===== config.mk =====
export PLATFORM = sky130hd
export DESIGN_NAME = idu_addr_flat
export DESIGN_NICKNAME = d
export VERILOG_FILES = /design/src/rtl/idu_addr_if.sv /design/src/rtl/idu_addr.sv /design/src/flat_wrapper.sv
export SDC_FILE = /design/constraint.sdc
export NUM_CORES = 1
export LEC_CHECK = 0
export CAP_MARGIN = 10
export CORE_MARGIN = 5
export CORE_UTILIZATION = 30
export DETAILED_ROUTE_END_ITERATION = 6
export PLACE_DENSITY = 0.57
export SYNTH_ARGS = -nofsm -noshare
export SYNTH_HDL_FRONTEND = slang
export SYNTH_SLANG_ARGS = --single-unit

===== constraint.sdc =====
create_clock -name CLK -period 1.63 [get_ports CLK]
set_input_delay 0.2445 -clock CLK [delete_from_list [all_inputs] [get_ports CLK]]
set_output_delay 0.2445 -clock CLK [all_outputs]
set_load 0.02 [all_outputs]

===== src/rtl/idu_addr_if.sv =====
`default_nettype none
`timescale 1ns/1ps
// ============================================================================
// Module  : idu_addr_if
// Purpose : Bus-side signals of the increment/decrement unit and address
//           latch. The oam_bug signal exists only with IDU_OAM_BUG_EN defined.
// Revision: 1.0 - initial release
// ============================================================================
interface idu_addr_if;
    logic [7:0]  abus;
    logic [7:0]  cbus;
    logic [7:0]  dbus;
    logic        sel_ab;
    logic        sel_cd;
    logic        ld_addr;
    logic        inc;
    logic        dec;
    logic        stall;
    logic [15:0] A;
    logic [7:0]  adl;
    logic [7:0]  adh;
    logic        res_valid;
    logic        idu_cy;
    logic        sel_err;
`ifdef IDU_OAM_BUG_EN
    logic        oam_bug;

    modport master (
        output abus, cbus, dbus, sel_ab, sel_cd, ld_addr, inc, dec, stall,
        input  A, adl, adh, res_valid, idu_cy, sel_err, oam_bug
    );
    modport slave (
        input  abus, cbus, dbus, sel_ab, sel_cd, ld_addr, inc, dec, stall,
        output A, adl, adh, res_valid, idu_cy, sel_err, oam_bug
    );
`else
    modport master (
        output abus, cbus, dbus, sel_ab, sel_cd, ld_addr, inc, dec, stall,
        input  A, adl, adh, res_valid, idu_cy, sel_err
    );
    modport slave (
        input  abus, cbus, dbus, sel_ab, sel_cd, ld_addr, inc, dec, stall,
        output A, adl, adh, res_valid, idu_cy, sel_err
    );
`endif
endinterface
`default_nettype wire


===== src/rtl/idu_addr.sv =====
`default_nettype none
`timescale 1ns/1ps
// ============================================================================
// Module  : idu_addr
// Purpose : Two-stage increment/decrement unit with external address latch.
//           Optional OAM corruption flag under macro IDU_OAM_BUG_EN.
// Revision: 1.0 - initial release
// ============================================================================
module idu_addr #(
    parameter logic [15:0] RESET_ADDR = 16'h0000
) (
    input  wire logic   CLK,
    input  wire logic   SYNC_RES,
    idu_addr_if.slave   bus
);

    logic [15:0] a_q,         a_d;
    logic [15:0] res_q,       res_d;
    logic [1:0]  op_q,        op_d;
    logic        v1_q,        v1_d;
    logic        res_valid_q, res_valid_d;
    logic        idu_cy_q,    idu_cy_d;
    logic        sel_err_q,   sel_err_d;
`ifdef IDU_OAM_BUG_EN
    logic        oam_bug_q,   oam_bug_d;
`endif

    logic [7:0]  w_lo;
    logic        w_inc_only;
    logic        w_dec_only;
    logic [15:0] w_sum;
    logic        w_cy;
    logic        w_illegal;

    // Buses carry complemented data; a double select is the wired-AND of both.
    always_comb begin
        w_lo = 8'h00;
        if (bus.sel_ab && bus.sel_cd)
            w_lo = ~(bus.abus & bus.cbus);
        else if (bus.sel_ab)
            w_lo = ~bus.abus;
        else if (bus.sel_cd)
            w_lo = ~bus.cbus;
    end

    assign w_inc_only = (op_q == 2'b10);
    assign w_dec_only = (op_q == 2'b01);
    assign w_sum      = w_inc_only ? (a_q + 16'd1) :
                        w_dec_only ? (a_q - 16'd1) : a_q;
    assign w_cy       = (w_inc_only && (a_q == 16'hFFFF)) ||
                        (w_dec_only && (a_q == 16'h0000));
    assign w_illegal  = (bus.sel_ab && bus.sel_cd) || (bus.inc && bus.dec);

    always_comb begin
        a_d         = a_q;
        res_d       = res_q;
        op_d        = op_q;
        v1_d        = v1_q;
        res_valid_d = 1'b0;
        idu_cy_d    = idu_cy_q;
        sel_err_d   = sel_err_q;
`ifdef IDU_OAM_BUG_EN
        oam_bug_d   = 1'b0;
`endif
        if (!bus.stall) begin
            idu_cy_d = 1'b0;
            v1_d     = bus.ld_addr;
            if (bus.ld_addr) begin
                a_d  = {~bus.dbus, w_lo};
                op_d = {bus.inc, bus.dec};
                if (w_illegal)
                    sel_err_d = 1'b1;
            end
            // Stage 2 works from the address captured on the previous edge.
            if (v1_q) begin
                res_d       = w_sum;
                res_valid_d = 1'b1;
                idu_cy_d    = w_cy;
`ifdef IDU_OAM_BUG_EN
                oam_bug_d   = (w_inc_only || w_dec_only) && (a_q[15:8] == 8'hFE);
`endif
            end
        end
    end

    always_ff @(posedge CLK) begin
        if (SYNC_RES) begin
            a_q         <= RESET_ADDR;
            res_q       <= RESET_ADDR;
            op_q        <= 2'b00;
            v1_q        <= 1'b0;
            res_valid_q <= 1'b0;
            idu_cy_q    <= 1'b0;
            sel_err_q   <= 1'b0;
`ifdef IDU_OAM_BUG_EN
            oam_bug_q   <= 1'b0;
`endif
        end else begin
            a_q         <= a_d;
            res_q       <= res_d;
            op_q        <= op_d;
            v1_q        <= v1_d;
            res_valid_q <= res_valid_d;
            idu_cy_q    <= idu_cy_d;
            sel_err_q   <= sel_err_d;
`ifdef IDU_OAM_BUG_EN
            oam_bug_q   <= oam_bug_d;
`endif
        end
    end

    assign bus.A         = a_q;
    assign bus.adl       = res_q[7:0];
    assign bus.adh       = res_q[15:8];
    assign bus.res_valid = res_valid_q;
    assign bus.idu_cy    = idu_cy_q;
    assign bus.sel_err   = sel_err_q;
`ifdef IDU_OAM_BUG_EN
    assign bus.oam_bug   = oam_bug_q;
`endif

endmodule
`default_nettype wire


===== src/flat_wrapper.sv =====
// flat-port wrapper written by rule: the top's interface ports become plain ports
module idu_addr_flat 
#(
    parameter logic [15:0] RESET_ADDR = 16'h0000
)
  (CLK, SYNC_RES, bus_abus, bus_cbus, bus_dbus, bus_sel_ab, bus_sel_cd, bus_ld_addr, bus_inc, bus_dec, bus_stall, bus_A, bus_adl, bus_adh, bus_res_valid, bus_idu_cy, bus_sel_err);
  idu_addr_if bus_i ();
  input  wire logic CLK;
  input  wire logic SYNC_RES;
  input wire logic [$bits(bus_i.abus)-1:0] bus_abus;
  input wire logic [$bits(bus_i.cbus)-1:0] bus_cbus;
  input wire logic [$bits(bus_i.dbus)-1:0] bus_dbus;
  input wire logic [$bits(bus_i.sel_ab)-1:0] bus_sel_ab;
  input wire logic [$bits(bus_i.sel_cd)-1:0] bus_sel_cd;
  input wire logic [$bits(bus_i.ld_addr)-1:0] bus_ld_addr;
  input wire logic [$bits(bus_i.inc)-1:0] bus_inc;
  input wire logic [$bits(bus_i.dec)-1:0] bus_dec;
  input wire logic [$bits(bus_i.stall)-1:0] bus_stall;
  output wire logic [$bits(bus_i.A)-1:0] bus_A;
  output wire logic [$bits(bus_i.adl)-1:0] bus_adl;
  output wire logic [$bits(bus_i.adh)-1:0] bus_adh;
  output wire logic [$bits(bus_i.res_valid)-1:0] bus_res_valid;
  output wire logic [$bits(bus_i.idu_cy)-1:0] bus_idu_cy;
  output wire logic [$bits(bus_i.sel_err)-1:0] bus_sel_err;
  assign bus_i.abus = bus_abus;
  assign bus_i.cbus = bus_cbus;
  assign bus_i.dbus = bus_dbus;
  assign bus_i.sel_ab = bus_sel_ab;
  assign bus_i.sel_cd = bus_sel_cd;
  assign bus_i.ld_addr = bus_ld_addr;
  assign bus_i.inc = bus_inc;
  assign bus_i.dec = bus_dec;
  assign bus_i.stall = bus_stall;
  assign bus_A = bus_i.A;
  assign bus_adl = bus_i.adl;
  assign bus_adh = bus_i.adh;
  assign bus_res_valid = bus_i.res_valid;
  assign bus_idu_cy = bus_i.idu_cy;
  assign bus_sel_err = bus_i.sel_err;
  idu_addr #(.RESET_ADDR(RESET_ADDR)) u_core (.CLK(CLK), .SYNC_RES(SYNC_RES), .bus(bus_i));
endmodule

# Word level (Yosys, flattened, before mapping)
# Cells that the tools add are included.
[word_totals]
reg_bits = 38
inputBits = 32
output_inout_bits = 35
elab_cells = 36
[op_classes]
add_sub_neg = 2
eq_ne = 3
mux = 7
bitwise = 6
n_reduce_logical = 11
[op_table]
columns = ["op", "n"]
rows = [
  ["16-bit 2-to-1 mux", 2],
  ["8-bit NOT", 4],
  ["8-bit 2-to-1 mux", 3],
  ["16-bit by 1-bit adder with 16-bit output (second input constant)", 1],
  ["16-bit equality test (second input constant)", 1],
  ["16-bit logical NOT", 1],
  ["16-bit by 1-bit subtractor with 16-bit output (second input constant)", 1],
  ["8-bit AND", 1],
  ["1-bit logical AND", 4],
  ["2-bit AND reduction", 2],
  ["3-bit AND reduction", 1],
  ["2-bit by 1-bit equality test with 1-bit output (second input constant)", 1],
  ["2-bit equality test (second input constant)", 1],
  ["1-bit logical OR", 2],
  ["1-bit 2-to-1 mux", 2],
  ["2-bit OR reduction", 1],
  ["1-bit NOT", 1],
]

# Depth between registers and ports, before layout
# Gate-level depths: netlist of the first run.
[depth]
word_depth = 4
mapped_depth = 7
mapped_depth_nobuf = 7

# Worst setup path before layout of the first run
# Ideal clock, no wire load.
[synth_timing]
path_kind = "register to register"
from = "reg u_core.a_q[0] (netlist: u_core.bus.A[0])"
to = "reg u_core.res_q[12]"
setup_time_ns = 0.060
arrival_time_ns = 1.810
required_time_ns = 1.570
slack_ns = -0.240
path_stages_with_launch = 7
n_path_buf = 0
period_less_slack_ns = 1.870
cell_sequence = "dfxtp_1 > ha_1 > nand4b_1 > nor3_2 > nand4_1 > a2111oi_0 > a311o_1"
[synth_between]
elab_chain_cells = 3
elab_cells_between_ends = 4
cone_classes = "add/sub: 2; mux: 2"
[synth_rtl]
columns = ["element", "line_no", "text"]
rows = [
  ["from (decl)", "idu_addr.sv:17", "logic [15:0] a_q, a_d;"],
  ["from (signal assigned)", "idu_addr.sv:88", "a_q <= RESET_ADDR;"],
  ["from (signal assigned)", "idu_addr.sv:99", "a_q <= a_d;"],
  ["16-bit by 1-bit subtractor with 16-bit output", "idu_addr.sv:49", "w_dec_only ? (a_q - 16'd1) : a_q;"],
  ["16-bit 2-to-1 mux", "idu_addr.sv:49", ""],
  ["16-bit 2-to-1 mux *", "idu_addr.sv:48", "assign w_sum = w_inc_only ? (a_q + 16'd1) :"],
  ["to (signal assigned)", "idu_addr.sv:100", "res_q <= res_d;"],
  ["to (decl)", "idu_addr.sv:18", "logic [15:0] res_q, res_d;"],
]
# Every way passes the cells marked *; elsewhere a longest branch is shown, timed or not.
# A chain may end at the register's enable or synchronous reset.

# Worst setup path in the final report of the first run
# Same ends and word-level chain as after synthesis.

==> run metrics, run 1 <==
final hold vios=0; R2R Path End=u_core.res_q[12]; Core Region=6680 µm²; gate count after technology mapping=248; Antenna Nets Post-Route=0; Hold EP=u_core.res_q[0]; syn nets=282; Syn Area/Cell=8.15 µm²; Unique masters post-synth=51; Max Slew Vio Count=0; first-pass GRT wire length=10200 µm; vias in the first global route=2132; Clock Skews=0.00961 ns; Routed WL=6200 µm; synthesized flop and latch total=38; pwr dens=668 nW/µm²; die width=92.1 µm; Vias/cell=5.08; reg2reg path depth=6; worst-skew pair later-pin latency=0.29 ns; RePlAce Congestion=0.856; CTS clk-pin slew, worst paths=0.08 ns; total grt overflow=0; CTS tree=built; row count=30; Sink Count=38; area grow syn2layout=62.4%; root buf cell=clkbuf_8; Finished Core Util=49.1%; Die ar.=8480 µm²; drt first pass iters=4; failing checks=setup timing; unrepaired setup endpoints after global routing=true; crit path launch=u_core.bus.A[0]; Slew HR=73.2%; fin crit share=110%; I/O pins=67; number of H-tree levels=2; maximum vdd ir drop=0.323 mV; Hold Path Stages=2; setup TNS=-0.433 ns; ys flop type=dfxtp_1; min-delay src=u_core.res_q[0]; DRC viols=0; synthesized area=2020 µm²; Port Buffer Count=66; cts-stage hold buffer count=0; Worst Tran Pin Value=0.402 ns; Post-synth ARST share=0%; min cycle time layout=1.79 ns; max_cap viols=0; antenna cell count=0; R2R setup slack=-0.16 ns; die height=92.1 µm; yosys warns=0; worst endpoint required time=1.82 ns; crit-path max FO=5; status=finished, violations left; Seq/Total Area, Yosys=37.6%; Final setup viols=6; worst min path class=flop to flop; initial antenna violation count=0; DRT iter0 DRCs=112; EDFF count, synth=0; initial core utilization=30.2%; share of layout cells above drive strength 1=24.5%; LEAKAGE=0.00133 µW; hpwl dp=4690 µm; Max Clk Rate=0.559 GHz; Filler cells=688; CP arrival=1.98 ns; Overall Global Routing Usage=14.4%; Crit. End Element=flop; routed len/inst=14.4 µm; CP Launch Type=flop; fin nets=384; critical path class=flop to flop; reg2reg start=u_core.bus.A[0]; CTS Buffer Depth=2; Worst Setup Slack, final=-0.158 ns; CTS Buf Count=5; largest net degree at the start of global routing=38; via count=2189
## through the flow
step	hold slack, ns	cells	total power (µW)	cell area (µm²)	setup WS (ns)
detailed placement	0.448	421	1560	3090	-0.159
finish	0.454	431	2190	3280	-0.158
floorplan	0.333	248	1280	2050	-0.183
global route	0.481	431	2310	3280	-0.203
CTS	0.456	430	2200	3200	-0.101
global placement	0.442	421	1560	3090	-0.0514
## what timing repair did
item | 4_1_cts | 5_1_grt
buffers inserted | 1 | 1
gates resized for setup | 19 | 15
endpoints found under the setup margin | 18 | 15
pin swaps | 3 | 10
## worst max path at each step
| stage | endpoint | cells after the start | slack, ns |
|---|---|---|---|
| after floorplan | u_core.res_q[9] | 6 | -0.18 |
| after global placement | u_core.res_q[12] | 6 | -0.05 |
| after detailed placement | u_core.res_q[12] | 6 | -0.16 |
| after CTS | u_core.res_q[12] | 6 | -0.10 |
| after global routing | u_core.res_q[12] | 6 | -0.20 |
| final | u_core.res_q[12] | 6 | -0.16 |
## layout by cell type (no fill, tap or decap), drive strengths merged, types with 5 or more instances in the layout
master         Yosys  final
dlygate4sd2        0     10
nor2              25     25
clkdlybuf4s50      0     52
dfxtp             38     38
o221ai             8      8
buf                6     50
o21ai             17     17
a211oi            10     10
nand3             16     16
inv                5      5
nand2             19     19
clkbuf            15      6
and3               7      7
a21oi             10     10
nand4              8      8
xnor2              7      7
nor3               6      6
## state kept, by name, summed over array words and instances (netlist names)
signal,cells
u_core.bus.A,16
u_core.res_q,16
u_core.op_q,2
u_core.bus.idu_cy,1
u_core.bus.res_valid,1
u_core.bus.sel_err,1
u_core.v1_q,1
## layout make-up
| cell class | count | area, µm² | area share [%] |
|---|---|---|---|
| Timing Repair Buffer | 116 | 1050 | 31.9 |
| Sequential cell | 38 | 785 | 23.9 |
| Inverter | 7 | 26.3 | 0.801 |
| Clock inverter | 2 | 13.8 | 0.419 |
| Clock buffer | 6 | 72.6 | 2.21 |
| Tap cell | 80 | 100 | 3.05 |
| Multi-Input combinational cell | 182 | 1240 | 37.7 |
## routing by layer
metal	up-vias	GRT usage (%)	routed length, µm	share of wire (%)
li1	1117	-	-	-
met1	996	19.2	2880	47
met2	70	23.1	2850	46
met3	6	4.10	395	6.4
met4	0	3.59	61	0.98
met5	-	0	0	0
## logic make-up after synthesis
family                   after synthesis  synth area share, %
flip-flops                            38                 37.6
multiplexers                           5                 2.54
XOR/XNOR                               8                 3.47
adder cells (fa/ha/maj)                2                 1.24
AO/OA/AOI/OAI                         58                 19.4
AND/OR/NAND/NOR                      109                 29.8
buffers and inverters                 28                 5.88
## cells in the mapped netlist, types with 4 or more instances
| master | n | area, µm² |
|---|---|---|
| nand2b_1 | 4 | 25.0 |
| nor2_1 | 25 | 93.8 |
| dfxtp_1 | 38 | 761 |
| nand3_1 | 16 | 80.1 |
| inv_1 | 5 | 18.8 |
| nand4_1 | 8 | 50.1 |
| nor2b_1 | 4 | 25.0 |
| clkbuf_1 | 15 | 56.3 |
| a211oi_1 | 10 | 75.1 |
| and3_1 | 7 | 43.8 |
| nor3_1 | 5 | 25.0 |
| nand2_1 | 19 | 71.3 |
| mux2i_1 | 4 | 40.0 |
| a21oi_1 | 10 | 50.1 |
| xnor2_1 | 7 | 61.3 |
| o21ai_1 | 4 | 20.0 |
| o221ai_1 | 8 | 70.1 |
| o21ai_0 | 13 | 65.1 |
## power by group
group | leakage [µW] | internal (µW) | switching (µW)
logic | 0.000966 | 276 | 248
registers | 0.000315 | 968 | 52.1
clock network | 0.0000452 | 302 | 347
total | 0.00133 | 1550 | 647
## worst max-delay path, cell delays in order, from the launching register on
cell and delay, ns:
dfxtp_4 0.38, ha_4 0.13, nand4b_1 0.17, nor3_4 0.30, nand4_1 0.21, and3_1 0.23
a311o_1 0.26
(Power assumes the default switching activity.)
==> run 2, diff against run 1 <==
--- a/config.mk
+++ b/config.mk
@@ -5,11 +5,12 @@
 export SDC_FILE = /design/constraint.sdc
 export NUM_CORES = 1
 export LEC_CHECK = 0
-export CAP_MARGIN = 10
+export ABC_AREA = 1
+export CAP_MARGIN = 20
 export CORE_MARGIN = 5
 export CORE_UTILIZATION = 30
 export DETAILED_ROUTE_END_ITERATION = 6
-export PLACE_DENSITY = 0.57
+export PLACE_DENSITY = 0.54
 export SYNTH_ARGS = -nofsm -noshare
 export SYNTH_HDL_FRONTEND = slang
 export SYNTH_SLANG_ARGS = --single-unit
==> constraint.sdc (replaced) <==
create_clock -name CLK -period 1.71 [get_ports CLK]
set_input_delay 0.2565 -clock CLK [delete_from_list [all_inputs] [get_ports CLK]]
set_output_delay 0.2565 -clock CLK [all_outputs]
set_load 0.02 [all_outputs]
==> run 2 against run 1 <==
The flow now finishes without violations. Sequential share of layout area rose by 0.88 points. Flip-flop and latch count stayed put. Via count grew 1.2%. Critical path depth down 5. Combinational power decreased by 4.0%. Count of clock-buffer cells in the layout is the same. Final cell count rose by 13%. Critical endpoint is now bus_A[2]. Highest routed layer unchanged.
==> run metrics, run 2 <==
status=finished clean; die height=95.7 µm (+3.9%); max_cap viols=0 (unchanged); Final setup viols=0 (-6); slowest CP cell=clkdlybuf4s50_1; worst min path class=flop to flop; first-pass GRT wire length=10300 µm (+0.88%); vias in the first global route=2100 (-1.5%); DRC viols=0 (unchanged); Post-synth top cells=60 x nand2_1, 42 x inv_1, 38 x dfxtp_1; Seq/Total Area, Yosys=34.5% (-3.1 points); synthesized flop and latch total=38 (unchanged); yosys warns=0 (unchanged); Crit path buffers/inverters=1 (+1); Finished Layout Cells=488 (+13%); most frequent cells in the layout=60 x nand2_1, 59 x clkdlybuf4s50_1, 42 x inv_1; CTS Buf Count=5 (unchanged); I/O pins=67 (unchanged); NetSw=658 µW (+1.7%); synthesized area=2200 µm² (+9.0%); initial antenna violation count=0 (unchanged); maximum vdd ir drop=0.267 mV (-17%); Antenna Nets Post-Route=0 (unchanged); largest net degree at the start of global routing=23 (-39%); gate count after technology mapping=322 (+30%); hpwl dp=4950 µm (+5.5%); CP Cell Sequence=clkdlybuf4s50_1; area grow syn2layout=39.8%; Overall Global Routing Usage=14.4% (about the same); Synth area leader=dfxtp_1; internal power=1480 µW (-3.9%); dpl cells=480 (+14%); clock power share=30.3% (+0.7 points); via count=2216 (+1.2%); Syn Area/Cell=6.84 µm² (-16%); CTS Buffer Depth=2 (unchanged); DRT iter0 DRCs=102 (-8.9%); drt first pass iters=4 (unchanged); min cycle time layout=1.67 ns; cts-stage hold buffer count=0 (unchanged); routed len/inst=12.9 µm (-10%); setup TNS=0 ns (+0.433 ns); Max Slew Vio Count=0 (unchanged); Die ar.=9160 µm² (+8.0%); syn nets=356 (+26%); die width=95.7 µm (+3.9%); fin nets=422 (+9.9%); Crit. End Element=primary output; Unique masters post-synth=36 (-29%); number of H-tree levels=2 (unchanged); postcts setup bufs=0 (-1); Clock Skews=0.00508 ns (-0.00453 ns); worst endpoint required time=1.45 ns (-0.37 ns); unrepaired setup endpoints after global routing=false; Net Sw Frac=30.7% (+1.2 points); initial core utilization=30.5% (+0.30 points); Routed WL=6290 µm (+1.5%); root buf cell=clkbuf_8; top cell type's share of synthesized area=34.5% (-3.1 points); top-count cell post-synth=nand2_1; RePlAce Congestion=0.880 (+2.8%); CP arrival=1.41 ns (-0.57 ns); Core Region=7210 µm² (+8.0%); LEAKAGE=0.00144 µW (+8.5%); crit-path leading delay family=buffers and inverters; final hold vios=0 (unchanged); logic gate share of total power=23.5% (-0.4 points); Reg power frac=46.2% (-0.3 points); CP Launch Type=flop; Max Clk Rate=0.601 GHz; row count=31 (+3.3%); CTS clk-pin slew, worst paths=0.07 ns (about the same); EDFF count, synth=0 (unchanged); Worst path max stage delay=0.66 ns (+0.28 ns); fin crit share=97.4%; crit-path max FO=9 (+4); Port Buffer Count=66 (unchanged); worst-skew pair later-pin latency=0.29 ns (about the same); Slew HR=67.9% (-5.3 points); Vias/cell=4.54 (-11%); share of layout cells above drive strength 1=12.1% (-12 points); CTS tree=built; Filler cells=782 (+14%); ys flop type=dfxtp_1; Finished Core Util=42.7% (-6.4 points); Sink Count=38 (unchanged); Worst Tran Pin Value=0.481 ns (+0.0789 ns); critical path class=flop to primary output; most common cell after layout, fill and taps aside=nand2_1; total grt overflow=0 (unchanged); antenna cell count=0 (unchanged); pwr dens=696 nW/µm² (+4.2%); top cells by area, synth=dfxtp_1 35%, nand2_1 10%, inv_1 7.2%, a21oi_1 6.4%, nand3_1 6.4%; Post-synth ARST share=0% (unchanged)
[run 2: cell types whose count changed in the layout (fill, tap and decap cells not counted), sizes merged, moves of 11 or more]
| cell | delta |
|---|---|
| nor2 | +12 |
| nand2 | +49 |
| a21oi | +20 |
| inv | +42 |
| o21ai | +11 |
| nand3 | +14 |
| buf | -42 |
[run 2: area by class of cell]
class | count | area [µm²] | share of cell area [%]
Clock inverter | 2 | 12.5 | 0.406
Multi-Input combinational cell | 221 | 1180 | 38.2
Timing Repair Buffer | 74 | 734 | 23.9
Tap cell | 99 | 124 | 4.02
Sequential cell | 38 | 763 | 24.8
Inverter | 48 | 185 | 6.01
Clock buffer | 6 | 82.6 | 2.68
[run 2: power by group through the flow]
stage	Clock [µW]	Sequential (µW)	Combinational, µW
final	649	991	503
after global routing	718	1000	555
after CTS	670	991	508
after detailed placement	0	1010	507
after global placement	0	1010	504
after floorplan	0	1050	241
[run 2: final timing paths]
kind	startpoint	endpoint	slack, ns	cells after the start
worst max-delay path	u_core.bus.A[2]	bus_A[2]	0.04	1
worst min-delay path	u_core.v1_q	u_core.v1_q	0.47	2
worst max register to register	u_core.bus.A[1]	u_core.res_q[14]	0.17	9
worst min register to register	u_core.v1_q	u_core.v1_q	0.47	2
[run 2: worst reg2reg max path, stage by stage, from the launching register on]
cell and delay (ns):
dfxtp_1 0.41, ha_1 0.27, nand3_2 0.15, nor2_8 0.15, nand2_1 0.08, o21ai_2 0.13, nand2_1 0.07, nand2_1 0.05
nand2_1 0.07, a21oi_2 0.11
[run 2: metal layers]
layer | part of all wire, % | vias to the layer above | GRT usage (%) | wire length (µm)
met5 | 0 | - | 0 | 0
met4 | 1.3 | 0 | 4.50 | 80
met3 | 5.4 | 6 | 3.28 | 342
met2 | 45 | 52 | 22.5 | 2840
li1 | - | 1182 | - | -
met1 | 48 | 976 | 19.8 | 3030
[run 2: kinds of logic (layout without fill, tap and decap cells)]
group / Yosys count / count (layout) / synth area share, %
xor+xnor: 4 / 4 / 1.59
fa+ha+maj: 2 / 2 / 1.14
simple gates: 143 / 143 / 32.0
compound gates: 72 / 72 / 18.7
flops: 38 / 38 / 34.5
buf+inv: 63 / 130 / 12.0
[run 2: stage by stage]
stage | setup WS [ns] | power, µW | area (µm²) | hold WS, ns
final | 0.0448 | 2140 | 3080 | 0.465
after global routing | 0.00777 | 2270 | 3080 | 0.501
after CTS | 0.0120 | 2170 | 3060 | 0.468
after detailed placement | 0.119 | 1520 | 2970 | 0.457
after global placement | 0.152 | 1520 | 2970 | 0.447
after floorplan | 0.209 | 1290 | 2200 | 0.346
[run 2: what timing repair did]
action / CTS / global route
setup endpoints to repair: 3 / 6
gates resized for setup: 3 / 6
pin swaps: 0 / 0
==> run 3, diff against run 2 <==
--- a/config.mk
+++ b/config.mk
@@ -11,6 +11,7 @@
 export CORE_UTILIZATION = 30
 export DETAILED_ROUTE_END_ITERATION = 6
 export PLACE_DENSITY = 0.54
+export REMOVE_ABC_BUFFERS = 1
 export SYNTH_ARGS = -nofsm -noshare
 export SYNTH_HDL_FRONTEND = slang
 export SYNTH_SLANG_ARGS = --single-unit
==> run 3 against run 2 <==
Wire length increased by 0.76%. Highest routed layer unchanged. Total power is 0.32% lower. Die area stayed put. Non-clock buffer count fell by 1. Clock skew fell by 0.0016 ns. Final cell count fell by 0.20%.
==> run metrics, run 3 (synthesized netlist as in run 2, its figures left out) <==
crit-path max FO=5 (-4); Routed WL=6340 µm (+0.76%); slowest CP cell=clkdlybuf4s50_1; max_cap viols=0 (unchanged); most common cell after layout, fill and taps aside=nand2_1; fin nets=421 (-0.24%); Sink Count=38 (unchanged); Final setup viols=0 (unchanged); Max Clk Rate=0.607 GHz (+1.1%); root buf cell=clkbuf_8; via count=2234 (+0.81%); row count=31 (unchanged); maximum vdd ir drop=0.303 mV (+14%); CTS Buf Count=5 (unchanged); crit-path leading delay family=buffers and inverters; unrepaired setup endpoints after global routing=false; number of H-tree levels=2 (unchanged); cts-stage hold buffer count=0 (unchanged); Overall Global Routing Usage=15.2% (+0.76 points); area grow syn2layout=39.8% (about the same); CTS tree=built; flip-flop and latch area=764 µm² (+0.16%); I/O pins=67 (unchanged); CP Launch Type=flop; pwr dens=693 nW/µm² (-0.36%); share of layout cells above drive strength 1=11.9% (-0.23 points); Worst Setup Slack, final=0.0627 ns (+0.0179 ns); Die ar.=9160 µm² (unchanged); final hold vios=0 (unchanged); LEAKAGE=0.00144 µW (+0.25%); Multi-input gate area=1180 µm² (unchanged); min cycle time layout=1.65 ns (-0.0179 ns); setup TNS=0 ns (unchanged); die width=95.7 µm (unchanged); hpwl dp=4860 µm (-1.8%); Vias/cell=4.59 (+1.0%); Port Buffer Count=66 (unchanged); initial core utilization=30.5% (unchanged); Core Region=7210 µm² (unchanged); Antenna Nets Post-Route=0 (unchanged); worst-skew pair later-pin latency=0.29 ns (about the same); RePlAce Congestion=0.833 (-5.4%); largest net degree at the start of global routing=23 (unchanged); DRC viols=0 (unchanged); status=finished clean; critical path class=flop to primary output; Finished Core Util=42.7% (about the same); initial antenna violation count=0 (unchanged); worst min path class=flop to flop; CTS Buffer Depth=2 (unchanged); die height=95.7 µm (unchanged); CP arrival=1.39 ns (-0.02 ns); Final Power=2140 µW (-0.32%); DRT iter0 DRCs=141 (+38%); worst endpoint required time=1.45 ns (about the same); Worst Tran Pin Value=0.514 ns (+0.0329 ns); antenna cell count=0 (unchanged); most frequent cells in the layout=60 x nand2_1, 58 x clkdlybuf4s50_1, 42 x inv_1; Crit. End Element=primary output; Post-Place Setup Slack=0.105 ns (-0.0146 ns); first-pass GRT wire length=11000 µm (+7.5%); Filler cells=792 (+1.3%); CP Cell Sequence=clkdlybuf4s50_1; total grt overflow=0 (unchanged); fin crit share=96.3% (-1.0 points); Worst path max stage delay=0.65 ns (about the same); Slew HR=65.7% (-2.2 points); Clock Skews=0.00351 ns (-0.00157 ns); Crit path buffers/inverters=1 (unchanged); routed len/inst=13.0 µm (+0.97%); vias in the first global route=2309 (+10%); drt first pass iters=4 (unchanged); Max Slew Vio Count=0 (unchanged); CTS clk-pin slew, worst paths=0.07 ns (about the same)
-- run 3: cell count changes in the layout (fill, tap and decap cells not counted) --
cell	before	now
clkbuf_1	0	1
dfxtp_1	36	35
buf_12	0	1
buf_4	8	6
clkinvlp_4	1	0
dlygate4sd2_1	1	2
clkdlybuf4s50_1	59	58
dfxtp_2	2	3
-- run 3: per-stage QoR --
step / cell area (µm²) / instances / hold WS [ns]
floorplan: 2120 / 307 / 0.326
global placement: 2970 / 479 / 0.450
detailed placement: 2970 / 479 / 0.450
CTS: 3060 / 487 / 0.461
global route: 3080 / 487 / 0.491
finish: 3080 / 487 / 0.468
-- run 3: metal layers --
| metal | vias up | global-route usage (%) | part of all wire, % |
|---|---|---|---|
| li1 | 1184 | - | - |
| met1 | 985 | 20.5 | 48 |
| met2 | 58 | 23.5 | 44 |
| met3 | 7 | 3.67 | 5.7 |
| met4 | 0 | 5.69 | 1.8 |
| met5 | - | 0 | 0 |
-- run 3: area by class of cell --
type / instances / area share [%]
clock buffers: 7 / 2.80
repair buffers: 73 / 24.0
well taps: 99 / 4.02
multi-input cells: 221 / 38.2
inverters: 48 / 6.01
flip-flops and latches: 38 / 24.8
clock inverters: 1 / 0.162
-- run 3: timing repair --
action | in CTS | in global routing
endpoints found under the setup margin | 4 | 7
resized for setup | 4 | 7
setup buffers | 0 | 0
hold endpoints to repair | 0 | 0
-- run 3: path summary, 6_finish.rpt --
path / end / start / slack (ns) / cells after the start
setup / recovery: bus_A[8] / u_core.bus.A[8] / 0.06 / 1
hold / removal: u_core.v1_q / u_core.v1_q / 0.47 / 2
setup reg to reg: u_core.res_q[14] / u_core.bus.A[0] / 0.24 / 10
hold reg to reg: u_core.v1_q / u_core.v1_q / 0.47 / 2
-- run 3: tightest hold or removal path: cells and delay by family (launching register included) --
| family | cells | cell delay (ns) |
|---|---|---|
| DFF | 1 | 0.32 |
| AOI/OAI and AO/OA | 1 | 0.05 |
| and+or+nand+nor | 1 | 0.05 |
-- run 3: report_power, final --
part | internal (µW) | switching [µW]
Clock | 326 | 318
Sequential | 933 | 61.2
Combinational | 227 | 270
Total | 1490 | 650
